**src/rtl/pcg_rr_scheduler_pkg.sv**
```systemverilog
// Shared constants, FSM state type and PCG helper functions for pcg_rr_scheduler.
package pcg_pkg;

    localparam logic [31:0] PCG_MULT = 32'h5851F42D;
    localparam logic [31:0] PCG_INC  = 32'h14057B7E;

    typedef enum logic {
        ST_WARMUP = 1'b0,
        ST_RUN    = 1'b1
    } pcg_state_e;

    function automatic logic [31:0] pcg_lcg_step(input logic [31:0] s);
        return s * PCG_MULT + PCG_INC;
    endfunction

    // Rotating the doubled word right leaves the rotated value in the low half.
    function automatic logic [15:0] pcg_xsh_rr16(input logic [31:0] s);
        logic [31:0] w_mix;
        logic [31:0] w_dbl;
        w_mix = ((s >> 10) ^ s) >> 12;
        w_dbl = {w_mix[15:0], w_mix[15:0]} >> s[31:28];
        return w_dbl[15:0];
    endfunction

endpackage

```
**src/rtl/pcg_rr_scheduler_if.sv**
```systemverilog
// Request/grant/data bundle of pcg_rr_scheduler; seed signals exist only when PCG_RESEED_EN is defined.
interface pcg_rr_scheduler_if #(
    parameter int NUM_REQ = 4
);
    localparam int IW = $clog2(NUM_REQ);

    logic [NUM_REQ-1:0] req;
    logic [NUM_REQ-1:0] gnt;
    logic [15:0]        rnd_data;
    logic [IW-1:0]      rnd_id;
    logic               busy;
`ifdef PCG_RESEED_EN
    logic               seed_valid;
    logic [31:0]        seed;

    modport master (output req, output seed_valid, output seed,
                    input gnt, input rnd_data, input rnd_id, input busy);
    modport slave  (input req, input seed_valid, input seed,
                    output gnt, output rnd_data, output rnd_id, output busy);
`else
    modport master (output req, input gnt, input rnd_data, input rnd_id, input busy);
    modport slave  (input req, output gnt, output rnd_data, output rnd_id, output busy);
`endif

endinterface

```
**src/rtl/pcg_rr_scheduler_rr_arbiter.sv**
```systemverilog
// Round-robin pick among NUM_REQ requesters; the registered pointer holds the last granted index.
module rr_arbiter #(
    parameter int NUM_REQ = 4
) (
    input  logic                       clk,
    input  logic                       rst_n,
    input  logic [NUM_REQ-1:0]         i_req,
    input  logic                       i_update,
    output logic [$clog2(NUM_REQ)-1:0] o_idx,
    output logic                       o_valid
);
    localparam int IW = $clog2(NUM_REQ);

    logic [IW-1:0] r_last;
    logic [IW-1:0] w_cand;
    logic [IW-1:0] w_idx;
    logic          w_valid;

    // Scan from the farthest offset down so the nearest requester after r_last wins.
    always_comb begin
        w_valid = 1'b0;
        w_idx   = '0;
        w_cand  = '0;
        for (int i = NUM_REQ; i >= 1; i--) begin
            w_cand = IW'((int'(r_last) + i) % NUM_REQ);
            if (i_req[w_cand]) begin
                w_valid = 1'b1;
                w_idx   = w_cand;
            end
        end
    end

    always_ff @(posedge clk or negedge rst_n) begin
        if (!rst_n) begin
            r_last <= IW'(NUM_REQ - 1);
        end else if (i_update) begin
            r_last <= w_idx;
        end
    end

    assign o_idx   = w_idx;
    assign o_valid = w_valid;

endmodule

```
**src/rtl/pcg_rr_scheduler.sv**
```systemverilog
// One PCG XSH-RR generator shared round-robin among NUM_REQ requesters.
// Optional reseed port enabled by defining PCG_RESEED_EN.
module pcg_rr_scheduler
    import pcg_pkg::*;
#(
    parameter int NUM_REQ = 4,
    parameter int WARMUP  = 8
) (
    input logic               clk,
    input logic               rst_n,
    pcg_rr_scheduler_if.slave bus
);
    localparam int IW = $clog2(NUM_REQ);

    pcg_state_e         r_state;
    pcg_state_e         w_nextState;
    logic [7:0]         r_warmCnt;
    logic [7:0]         w_warmCntNext;
    logic [31:0]        r_lcg;
    logic [31:0]        w_lcgNext;
    logic               w_grant;
    logic               w_arbValid;
    logic [IW-1:0]      w_arbIdx;
    logic [NUM_REQ-1:0] r_gnt;
    logic [15:0]        r_rndData;
    logic [IW-1:0]      r_rndId;

    rr_arbiter #(
        .NUM_REQ (NUM_REQ)
    ) u_arbiter (
        .clk      (clk),
        .rst_n    (rst_n),
        .i_req    (bus.req),
        .i_update (w_grant),
        .o_idx    (w_arbIdx),
        .o_valid  (w_arbValid)
    );

    // The LCG only advances on warm-up steps and on cycles that consume a value.
    always_comb begin
        w_nextState   = r_state;
        w_warmCntNext = r_warmCnt;
        w_lcgNext     = r_lcg;
        w_grant       = 1'b0;
        case (r_state)
            ST_WARMUP: begin
                if (r_warmCnt == 8'd0) begin
                    w_nextState = ST_RUN;
                end else begin
                    w_lcgNext     = pcg_lcg_step(r_lcg);
                    w_warmCntNext = r_warmCnt - 8'd1;
                    if (r_warmCnt == 8'd1) begin
                        w_nextState = ST_RUN;
                    end
                end
            end
            ST_RUN: begin
                if (w_arbValid) begin
                    w_grant   = 1'b1;
                    w_lcgNext = pcg_lcg_step(r_lcg);
                end
            end
            default: w_nextState = ST_WARMUP;
        endcase
`ifdef PCG_RESEED_EN
        if (bus.seed_valid) begin
            w_grant       = 1'b0;
            w_lcgNext     = bus.seed;
            w_warmCntNext = 8'(WARMUP);
            w_nextState   = ST_WARMUP;
        end
`endif
    end

    always_ff @(posedge clk or negedge rst_n) begin
        if (!rst_n) begin
            r_state   <= ST_WARMUP;
            r_warmCnt <= 8'(WARMUP);
            r_lcg     <= 32'h0;
        end else begin
            r_state   <= w_nextState;
            r_warmCnt <= w_warmCntNext;
            r_lcg     <= w_lcgNext;
        end
    end

    // Data and id hold their last values on idle cycles; only gnt returns to zero.
    always_ff @(posedge clk or negedge rst_n) begin
        if (!rst_n) begin
            r_gnt     <= '0;
            r_rndData <= 16'h0;
            r_rndId   <= '0;
        end else begin
            r_gnt <= '0;
            if (w_grant) begin
                r_gnt     <= {{(NUM_REQ - 1){1'b0}}, 1'b1} << w_arbIdx;
                r_rndData <= pcg_xsh_rr16(r_lcg);
                r_rndId   <= w_arbIdx;
            end
        end
    end

    assign bus.gnt      = r_gnt;
    assign bus.rnd_data = r_rndData;
    assign bus.rnd_id   = r_rndId;
    assign bus.busy     = (r_state == ST_WARMUP);

endmodule
```
**src/flat_wrapper.sv**
```systemverilog
// flat-port wrapper written by rule: the top's interface ports become plain ports
module pcg_rr_scheduler_flat import pcg_pkg::*;
#(
    parameter int NUM_REQ = 4,
    parameter int WARMUP  = 8
)
  (clk, rst_n, bus_req, bus_gnt, bus_rnd_data, bus_rnd_id, bus_busy);
  pcg_rr_scheduler_if #(.NUM_REQ(NUM_REQ)) bus_i ();
  input logic clk;
  input logic rst_n;
  input wire logic [$bits(bus_i.req)-1:0] bus_req;
  output wire logic [$bits(bus_i.gnt)-1:0] bus_gnt;
  output wire logic [$bits(bus_i.rnd_data)-1:0] bus_rnd_data;
  output wire logic [$bits(bus_i.rnd_id)-1:0] bus_rnd_id;
  output wire logic [$bits(bus_i.busy)-1:0] bus_busy;
  assign bus_i.req = bus_req;
  assign bus_gnt = bus_i.gnt;
  assign bus_rnd_data = bus_i.rnd_data;
  assign bus_rnd_id = bus_i.rnd_id;
  assign bus_busy = bus_i.busy;
  pcg_rr_scheduler #(.NUM_REQ(NUM_REQ), .WARMUP(WARMUP)) u_core (.clk(clk), .rst_n(rst_n), .bus(bus_i));
endmodule
```
**config.mk**
```make
export PLATFORM = sky130hd
export DESIGN_NAME = pcg_rr_scheduler_flat
export DESIGN_NICKNAME = d
export VERILOG_FILES = /design/src/rtl/pcg_rr_scheduler_pkg.sv /design/src/rtl/pcg_rr_scheduler_if.sv /design/src/rtl/pcg_rr_scheduler_rr_arbiter.sv /design/src/rtl/pcg_rr_scheduler.sv /design/src/flat_wrapper.sv
export SDC_FILE = /design/constraint.sdc
export NUM_CORES = 1
export LEC_CHECK = 0
export BUFFER_PORTS_ARGS = -buffer_cell sky130_fd_sc_hd__buf_2
export CAP_MARGIN = 20
export CORE_ASPECT_RATIO = 0.6
export CORE_MARGIN = 1.5
export CORE_UTILIZATION = 30
export CTS_CLUSTER_DIAMETER = 60
export DETAILED_ROUTE_END_ITERATION = 16
export SYNTH_ARGS = -nofsm -noshare
export SYNTH_HDL_FRONTEND = slang
export SYNTH_SLANG_ARGS = --single-unit
```
**constraint.sdc**
```tcl
create_clock -name clk -period 13.25 [get_ports clk]
set_clock_uncertainty 0.1 [all_clocks]
set_input_delay 0.6625 -clock clk [delete_from_list [all_inputs] [get_ports clk]]
set_output_delay 0.6625 -clock clk [all_outputs]
set_load 0.01 [all_outputs]
```
Word level (Yosys, flattened, before mapping)
Index checks and enable logic that the tools add are counted.
- $mul: 1
- bitwise logic cells: 3
- magnitude comparators: 4
- reduce and logical (&&, ||, !) cells: 3
- multiplexer cells: 25
- shifts and indexed selects: 2
- eq/ne operators: 3
- add/sub/neg operators: 6
- operators with widths (kind ; number):
    two-way mux 32 bit ; 2
    one-hot mux 32 bit (2 select lines) ; 1
    adder 32 x 29 -> 32 bit (second input constant) ; 1
    multiplier 32 x 31 -> 32 bit (second input constant) ; 1
    >> shifter 32 x 4 -> 16 bit ; 1
    XOR 22 x 28 -> 28 bit ; 1
    two-way mux 1 bit ; 13
    < comparator 2 x 3 -> 1 bit (second input constant) ; 4
    binary-select mux 1 bit (select 2 bit) ; 4
    == test 8 x 1 -> 1 bit (second input constant) ; 1
    logical NOT 8 bit ; 1
    two-way mux 2 bit ; 4
    subtractor 8 x 1 -> 8 bit (second input constant) ; 1
    adder 2 x 1 -> 2 bit (second input constant) ; 2
    adder 2 bit (second input constant) ; 2
    two-way mux 4 bit ; 1
    inequality test 2 bit (second input constant) ; 2
    AND reduction 2 bit ; 2
    << shifter 1 x 2 -> 4 bit (first input constant) ; 1
    inverter 1 bit ; 2
- input bits: 6
- register bits: 65
- output and inout bits: 23
- word-level logic and storage cells: 54

Logic depth before layout (Yosys ltp)
Gate-level depths: netlist of the first run.
- word-level depth: 10
- mapped depth: 25
- gate-level depth less buffers: 25

By module
Synthesis of the first run repeated with hierarchy kept, for this count alone.
- cell total of the unflattened synthesis: 1250
- area, all modules: 11935.2 µm²
- by module, submodules not included (module ; times used ; area each (µm²) ; cells each ; seq. area each (µm²)):
    pcg_rr_scheduler ; 1 ; 11732.5 ; 1225 ; 1552.7
    rr_arbiter ; 1 ; 202.7 ; 25 ; 52.6

Worst setup path after synthesis of the first run
Ideal clock, no wire load.
- path kind: reg-to-reg
- start point: reg u_core.r_lcg[9]
- end point: reg u_core.r_lcg[27]
- cell stages (with the launch flop): 23
- setup time: 137 ps
- path buffers: 0
- data required time: 13013 ps
- clock period less this slack: 6493 ps
- setup slack: 6757 ps
- arrival time: 6256 ps
- cell sequence: dfrtp_1 inv_1 fa_1 inv_1 ha_1 inv_1 fa_1 fa_1 fa_1 inv_1 fa_1 fa_1 inv_1 fa_1 inv_1 ha_1 and3_1 nand4_1 nor2_2 or3_2 a21oi_1 xor2_1 o21ai_0
- word-level cells in the longest chain between the ends: 4
- elaborated cells on any way between the ends: 5
- classes of those cells: 1 x add/sub; 1 x mul; 3 x mux
- ends and longest elaborated chain (item ; line ; RTL):
    start: declaration ; pcg_rr_scheduler.sv:19 ; logic [31:0] r_lcg;
    start signal: assignment ; pcg_rr_scheduler.sv:83 ; r_lcg <= w_lcgNext;
    multiplier 32 x 31 -> 32 bit (*) ; pcg_rr_scheduler_pkg.sv:13 ; return s * PCG_MULT + PCG_INC;
    adder 32 x 29 -> 32 bit (*) ; pcg_rr_scheduler_pkg.sv:13 ;
    two-way mux 32 bit, on equally long branches ; pcg_rr_scheduler.sv:58, pcg_rr_scheduler.sv:47 ;
    one-hot mux 32 bit (2 select lines) (*) ; pcg_rr_scheduler.sv:45 ; case (r_state)
Every way passes the cells marked *; elsewhere a longest branch is shown, timed or not. The select of a mux whose other input is x is not followed.
A chain may end at the register's enable or synchronous reset.

Worst setup path after layout of the first run
- start point: reg u_core.r_lcg[15]
- end point: reg u_core.r_lcg[30]
The elaborated chain is that of the path after synthesis.

==> results of run 1 <==
==> cells in the mapped netlist (all sizes together), types with 2 or more instances <==
cell / number / share of area [%]
inv: 361 / 11
ha: 214 / 23
fa: 175 / 30
nand2: 67 / 2.1
o21ai: 63 / 2.7
dfrtp: 61 / 13
a21oi: 53 / 2.3
xnor2: 50 / 3.7
nor2: 48 / 1.5
mux2i: 24 / 2.0
clkbuf: 20 / 0.64
xor2: 17 / 1.3
a21o: 12 / 0.76
o21a: 10 / 0.64
nor3: 8 / 0.34
a211oi: 5 / 0.32
and3: 5 / 0.27
nand2b: 5 / 0.27
or3: 5 / 0.29
mux2: 4 / 0.38
nand3: 4 / 0.17
nor2b: 4 / 0.21
nor4: 4 / 0.21
o21bai: 4 / 0.25
o31ai: 4 / 0.25
buf: 3 / 0.12
dfstp: 3 / 0.67
a311oi: 2 / 0.20
clkinv: 2 / 0.064
conb: 2 / 0.064
nand4b: 2 / 0.15
nor3b: 2 / 0.13
o211ai: 2 / 0.13
o311ai: 2 / 0.15
o31a: 2 / 0.16
==> worst paths after layout <==
check | cells after the start | start | endpoint | slack (ns)
max in group asynchronous | 2 | rst_n | u_core.r_warmCnt[5] | 12.02
max | 22 | u_core.r_lcg[15] | u_core.r_lcg[30] | 5.99
max reg2reg | 22 | u_core.r_lcg[15] | u_core.r_lcg[30] | 5.99
min reg2reg | 1 | u_core.r_warmCnt[4] | u_core.r_warmCnt[4] | 0.36
min in group asynchronous | 2 | rst_n | u_core.r_lcg[28] | 0.44
min | 1 | u_core.r_warmCnt[4] | u_core.r_warmCnt[4] | 0.36
==> layout by cell type, fill, tap and decap left out, types with 10 or more instances in the layout <==
cell type,n
inv_1,361
ha_1,214
fa_1,175
nand2_1,67
o21ai_0,62
dfrtp_1,61
a21oi_1,52
xnor2_1,50
nor2_1,46
buf_2,28
mux2i_1,24
xor2_1,17
a21o_1,12
buf_4,11
o21a_1,10
==> stage by stage <==
step	area [sq um]	setup WS, ns	util, %
final	12960	5.985	33.33
after global routing	12960	5.651	33.33
after CTS	12960	5.996	33.33
after detailed placement	12610	6.008	32.43
after global placement	12610	6.056	32.43
after floorplan	11820	6.757	-
==> critical path: stages, from the launching register on <==
cell      delay, ns
dfrtp_1        0.71
ha_1           0.35
fa_1           0.39
fa_1           0.51
inv_1          0.05
fa_1           0.53
inv_1          0.05
fa_1           0.50
inv_1          0.06
fa_1           0.52
inv_1          0.05
fa_1           0.47
inv_1          0.05
fa_1           0.47
inv_1          0.04
ha_1           0.35
a21oi_1        0.12
o21ai_0        0.59
a21oi_1        0.22
a21bo_2        0.26
a211oi_1       0.42
nor4_1         0.10
a211oi_1       0.21
==> per-layer routing <==
layer | track usage (%) | vias up | routed length, um
met1 | 25.47 | 3986 | 16240
met3 | 4.665 | 22 | 2548
met2 | 21.14 | 200 | 11160
li1 | - | 3944 | -
met4 | 2.757 | 0 | 332
met5 | 0 | - | 0
==> kinds of logic after synthesis <==
family | Yosys count
AND/OR/NAND/NOR | 158
adder cells (fa/ha/maj) | 389
multiplexers | 28
other | 2
XOR/XNOR | 67
buffers and inverters | 386
AO/OA/AOI/OAI | 166
flip-flops | 64
==> sequential cells by signal, summed over array words and instances (netlist names) <==
register	cells
u_core.r_warmCnt	8
u_core.r_lcg	31
u_core.bus.rnd_data	16
u_core.bus.gnt	4
u_core.bus.rnd_id	2
u_core.u_arbiter.r_last	2
u_core.r_state	1
==> area by class of cell <==
class	count	area share (%)
multi-input cells	816	67.64
flip-flops and latches	64	12.38
inverters	363	10.51
well taps	522	5.039
clock buffers	9	1.737
repair buffers	39	1.718
clock inverters	7	0.9653
==> results.cfg, run 1 <==
[synth]
async_flop_share_pct = 100.0
synth_adder_area_share_pct = 52.38
yosys.area_share.simple_pct = 5.959
synth_mux_area_share_pct = 2.418
synth-edff-count = 0
synth-seq-area-share_pct = 13.60
synth.yosys.warnings = 0
syn_inst = 1260
ys_seq_elements = 64
synth.cell_area_sq_mm = 0.01180
synth.avg_cell_area_sq_um = 9.365
synth_compound_area_share_pct = 8.302
synth_top_family_by_area = adder cells
synthXorXnorAreaFrac_pct = 4.973
dominantRegCellSynth = dfrtp_1
synth_cell_type_count = 53

[clock_network]
numCtsBuffers = 9
clk_pin_slew_ns = 0.07
cts_hold_buf = 0
root_buffer = clkbuf_16
cts_buffer_depth = 2
htree_levels = 3
clk_latency_ns = 0.35
cts_resized = 0
clock-sinks = 64
post_cts_buffers = 0
tritoncts = yes

[final_layout]
n_antenna_cell = 0
fillers = 3969
multiInputGateArea_sq_mm = 0.008768
nets = 1688
ff_latch_area_sq_mm = 0.001605
fin_cells = 1820
drive_above_1_share_pct = 5.547
area_delta_synth_final_pct = 9.850

[grt]
grt_pass1_wl_um = 49580
grt_pass1_vias = 8707
grt_max_degree = 65
antenna_found_initial = 0
grt_overflow = 0
grt_use_total_pct = 16.10

[sta]
min_period_ns = 7.265
slew-limit-headroom_pct = 36.78
setup_viol = 0
drv_slew = 0
clock.fmax_mhz = 137.7
hold_viol = 0
worstMarginPinSlew_ns = 0.9482
rsz0062_at_grt = no
fin_crit_sh_pct = 54.83
fin_setup_tns_ns = 0
hold_slack_ns = 0.3621

[worst_setup_path]
critPathArrivalTime_ns = 7.41
start_kind = register
path_class = reg2reg
path_max_fanout = 11
end_kind = register
worstPathRequired_ns = 13.39

[detailed_routing]
vias = 8152
wl_um = 30280
drt_iter0_drc = 515
postRouteAntennaNets = 0
viasPerCell = 4.479
route.detailed.drc = 0
wl_per_cell_um = 16.64
dr.pass1.iters = 5

[die]
start_util_pct = 30.34
die_y_um = 156.6
die_area_sq_mm = 0.04057
rows = 56
io_pins = 29
core_sq_mm = 0.03889
die_w_um = 259.0

[worst_hold_path]
min_path_type = reg2reg

[placed_design]
gp_congestion = 0.9210
hpwl_um = 25590
port_buffers = 28
placed_cells = 1804

[status]
outcome = completed

[flow_run]
maxCapViolCount = 0
Power of run 1 is left out: the tool's default activity adds up to more than one toggle a clock period on the data nets, which glitch-free logic cannot reach.
==> inputs of run 2 (changes only) <==
Clock period 13.25 ns to 6.7 ns, I/O delays scaled along.
==> results.cfg, run 2 (same netlist as run 1, synthesis figures left out) <==
[sta]
clock.fmax_mhz = 153.5
slew-limit-headroom_pct = 36.68
fin_crit_sh_pct = 97.21
drv_slew = 0
min_period_ns = 6.513
setup_viol = 0
hold_slack_ns = 0.1180
worstMarginPinSlew_ns = 0.9498
hold_viol = 0

[die]
die_area_sq_mm = 0.04057
core_sq_mm = 0.03889
rows = 56
start_util_pct = 30.34
die_y_um = 156.6
io_pins = 29
die_w_um = 259.0

[clock_network]
htree_levels = 3
clk_pin_slew_ns = 0.06
clock-sinks = 64
tritoncts = yes
root_buffer = clkbuf_16
cts_hold_buf = 0
clk_latency_ns = 0.35
cts_buffer_depth = 2
numCtsBuffers = 9

[status]
outcome = completed

[worst_setup_path]
cpLargestDelayFamily = adder cells
cp_common_cell = fa_1
end_kind = register
worstPathRequired_ns = 6.81
path_class = reg2reg
reg2reg_setup_slack_ns = 0.19
reg2reg_to = u_core.r_lcg[27]
timing.rr.start = u_core.r_lcg[10]
reg2reg_depth = 21
start_kind = register
critical_path.max_stage_delay_ns = 0.58
critPathArrivalTime_ns = 6.62
crit_path_top_delay_cell = fa_2
path_cells = buf_6 -> ha_2 -> ha_1 -> fa_1 -> inv_1 -> fa_1 -> inv_1 -> ha_1 -> fa_2 -> fa_1 -> fa_1 -> ha_4 -> a21o_1 -> a221o_1 -> a311oi_2 -> buf_4 -> nor2_2 -> or3_2 -> a21oi_2 -> xor2_1 -> o21ai_0
path_max_fanout = 5
cp_num_buf_inv = 4

[grt]
grt_use_total_pct = 16.24
grt_max_degree = 65
grt_pass1_vias = 8787
grt_pass1_wl_um = 49890
grt_overflow = 0
antenna_found_initial = 0

[detailed_routing]
drt_iter0_drc = 581
vias = 8457
postRouteAntennaNets = 0
dr.pass1.iters = 5
route.detailed.drc = 0
wl_um = 30950
viasPerCell = 4.518
wl_per_cell_um = 16.53

[final_layout]
n_antenna_cell = 0
multiInputGateArea_sq_mm = 0.008856
largest_register_ffs = 31
fin_cells = 1872
final_cell_mix = inv_1, ha_1, fa_1
layout_commonest_cell = inv_1
ff_latch_area_sq_mm = 0.001615
drive_above_1_share_pct = 11.41
nets = 1740
regMostFlops = u_core.r_lcg
area_delta_synth_final_pct = 13.80
fillers = 3965

[placed_design]
hpwl_um = 26330
port_buffers = 28
gp_congestion = 0.9039
placed_cells = 1845

[flow_run]
maxCapViolCount = 0

[worst_hold_path]
min_path_type = in2async
[run 2: cell types whose count changed in the layout (fill, tap and decap cells not counted), sizes merged]
cell,delta
bufinv,-1
buf,+52
clkinv,+1
clkinvlp,+1
inv,-3
clkbuf,+2
[run 2: worst max path at each step]
stage	startpoint	to	slack (ns)	depth (start not counted)
final	u_core.r_lcg[10]	u_core.r_lcg[27]	0.19	21
after global routing	u_core.r_lcg[15]	u_core.r_lcg[30]	-0.01	25
after CTS	u_core.r_lcg[15]	u_core.r_lcg[27]	0.01	22
after detailed placement	u_core.r_lcg[15]	u_core.r_lcg[27]	-0.06	22
after global placement	u_core.r_lcg[15]	u_core.r_lcg[27]	0.06	22
after floorplan	u_core.r_lcg[9]	u_core.r_lcg[27]	0.21	22
[run 2: layer usage]
metal	track usage, %	part of all wire (%)
met5	0	0
met3	4.827	10
met4	2.701	1.0
met2	21.11	37
met1	25.81	52
[run 2: final cells by class]
class	instances	area share, %
clock buffers	11	1.808
clock inverters	5	0.6057
inverters	363	10.15
multi-input cells	816	65.95
flip-flops and latches	64	12.03
well taps	522	4.864
repair buffers	91	4.594
[run 2: repair_timing]
action | CTS | global route
endpoints found under the setup margin | 6 | 9
cloned | 0 | 0
gates resized for setup | 5 | 33
pin swaps | 0 | 10
setup buffers | 0 | 11
[run 2: worst reg2reg max path, delay by kind of cell, from the launching register on]
| kind | cells | cell delay, ns |
|---|---|---|
| XOR/XNOR | 1 | 0.15 |
| adder cells (fa/ha/maj) | 9 | 3.64 |
| flip-flops | 1 | 0.44 |
| AND/OR/NAND/NOR | 2 | 0.53 |
| buffers and inverters | 4 | 0.45 |
| AO/OA/AOI/OAI | 5 | 1.06 |
[run 2: per-stage QoR]
stage | setup slack [ns] | util, % | setup TNS, ns | area (sq um)
after global routing | -0.01268 | 34.53 | -0.02787 | 13430
after CTS | 0.009573 | 34.08 | 0 | 13250
final | 0.1871 | 34.53 | 0 | 13430
after floorplan | 0.2066 | - | 0 | 11820
after global placement | 0.05810 | 33.22 | 0 | 12920
after detailed placement | -0.05685 | 33.22 | -0.07975 | 12920
Power of run 2 is left out for the same reason.
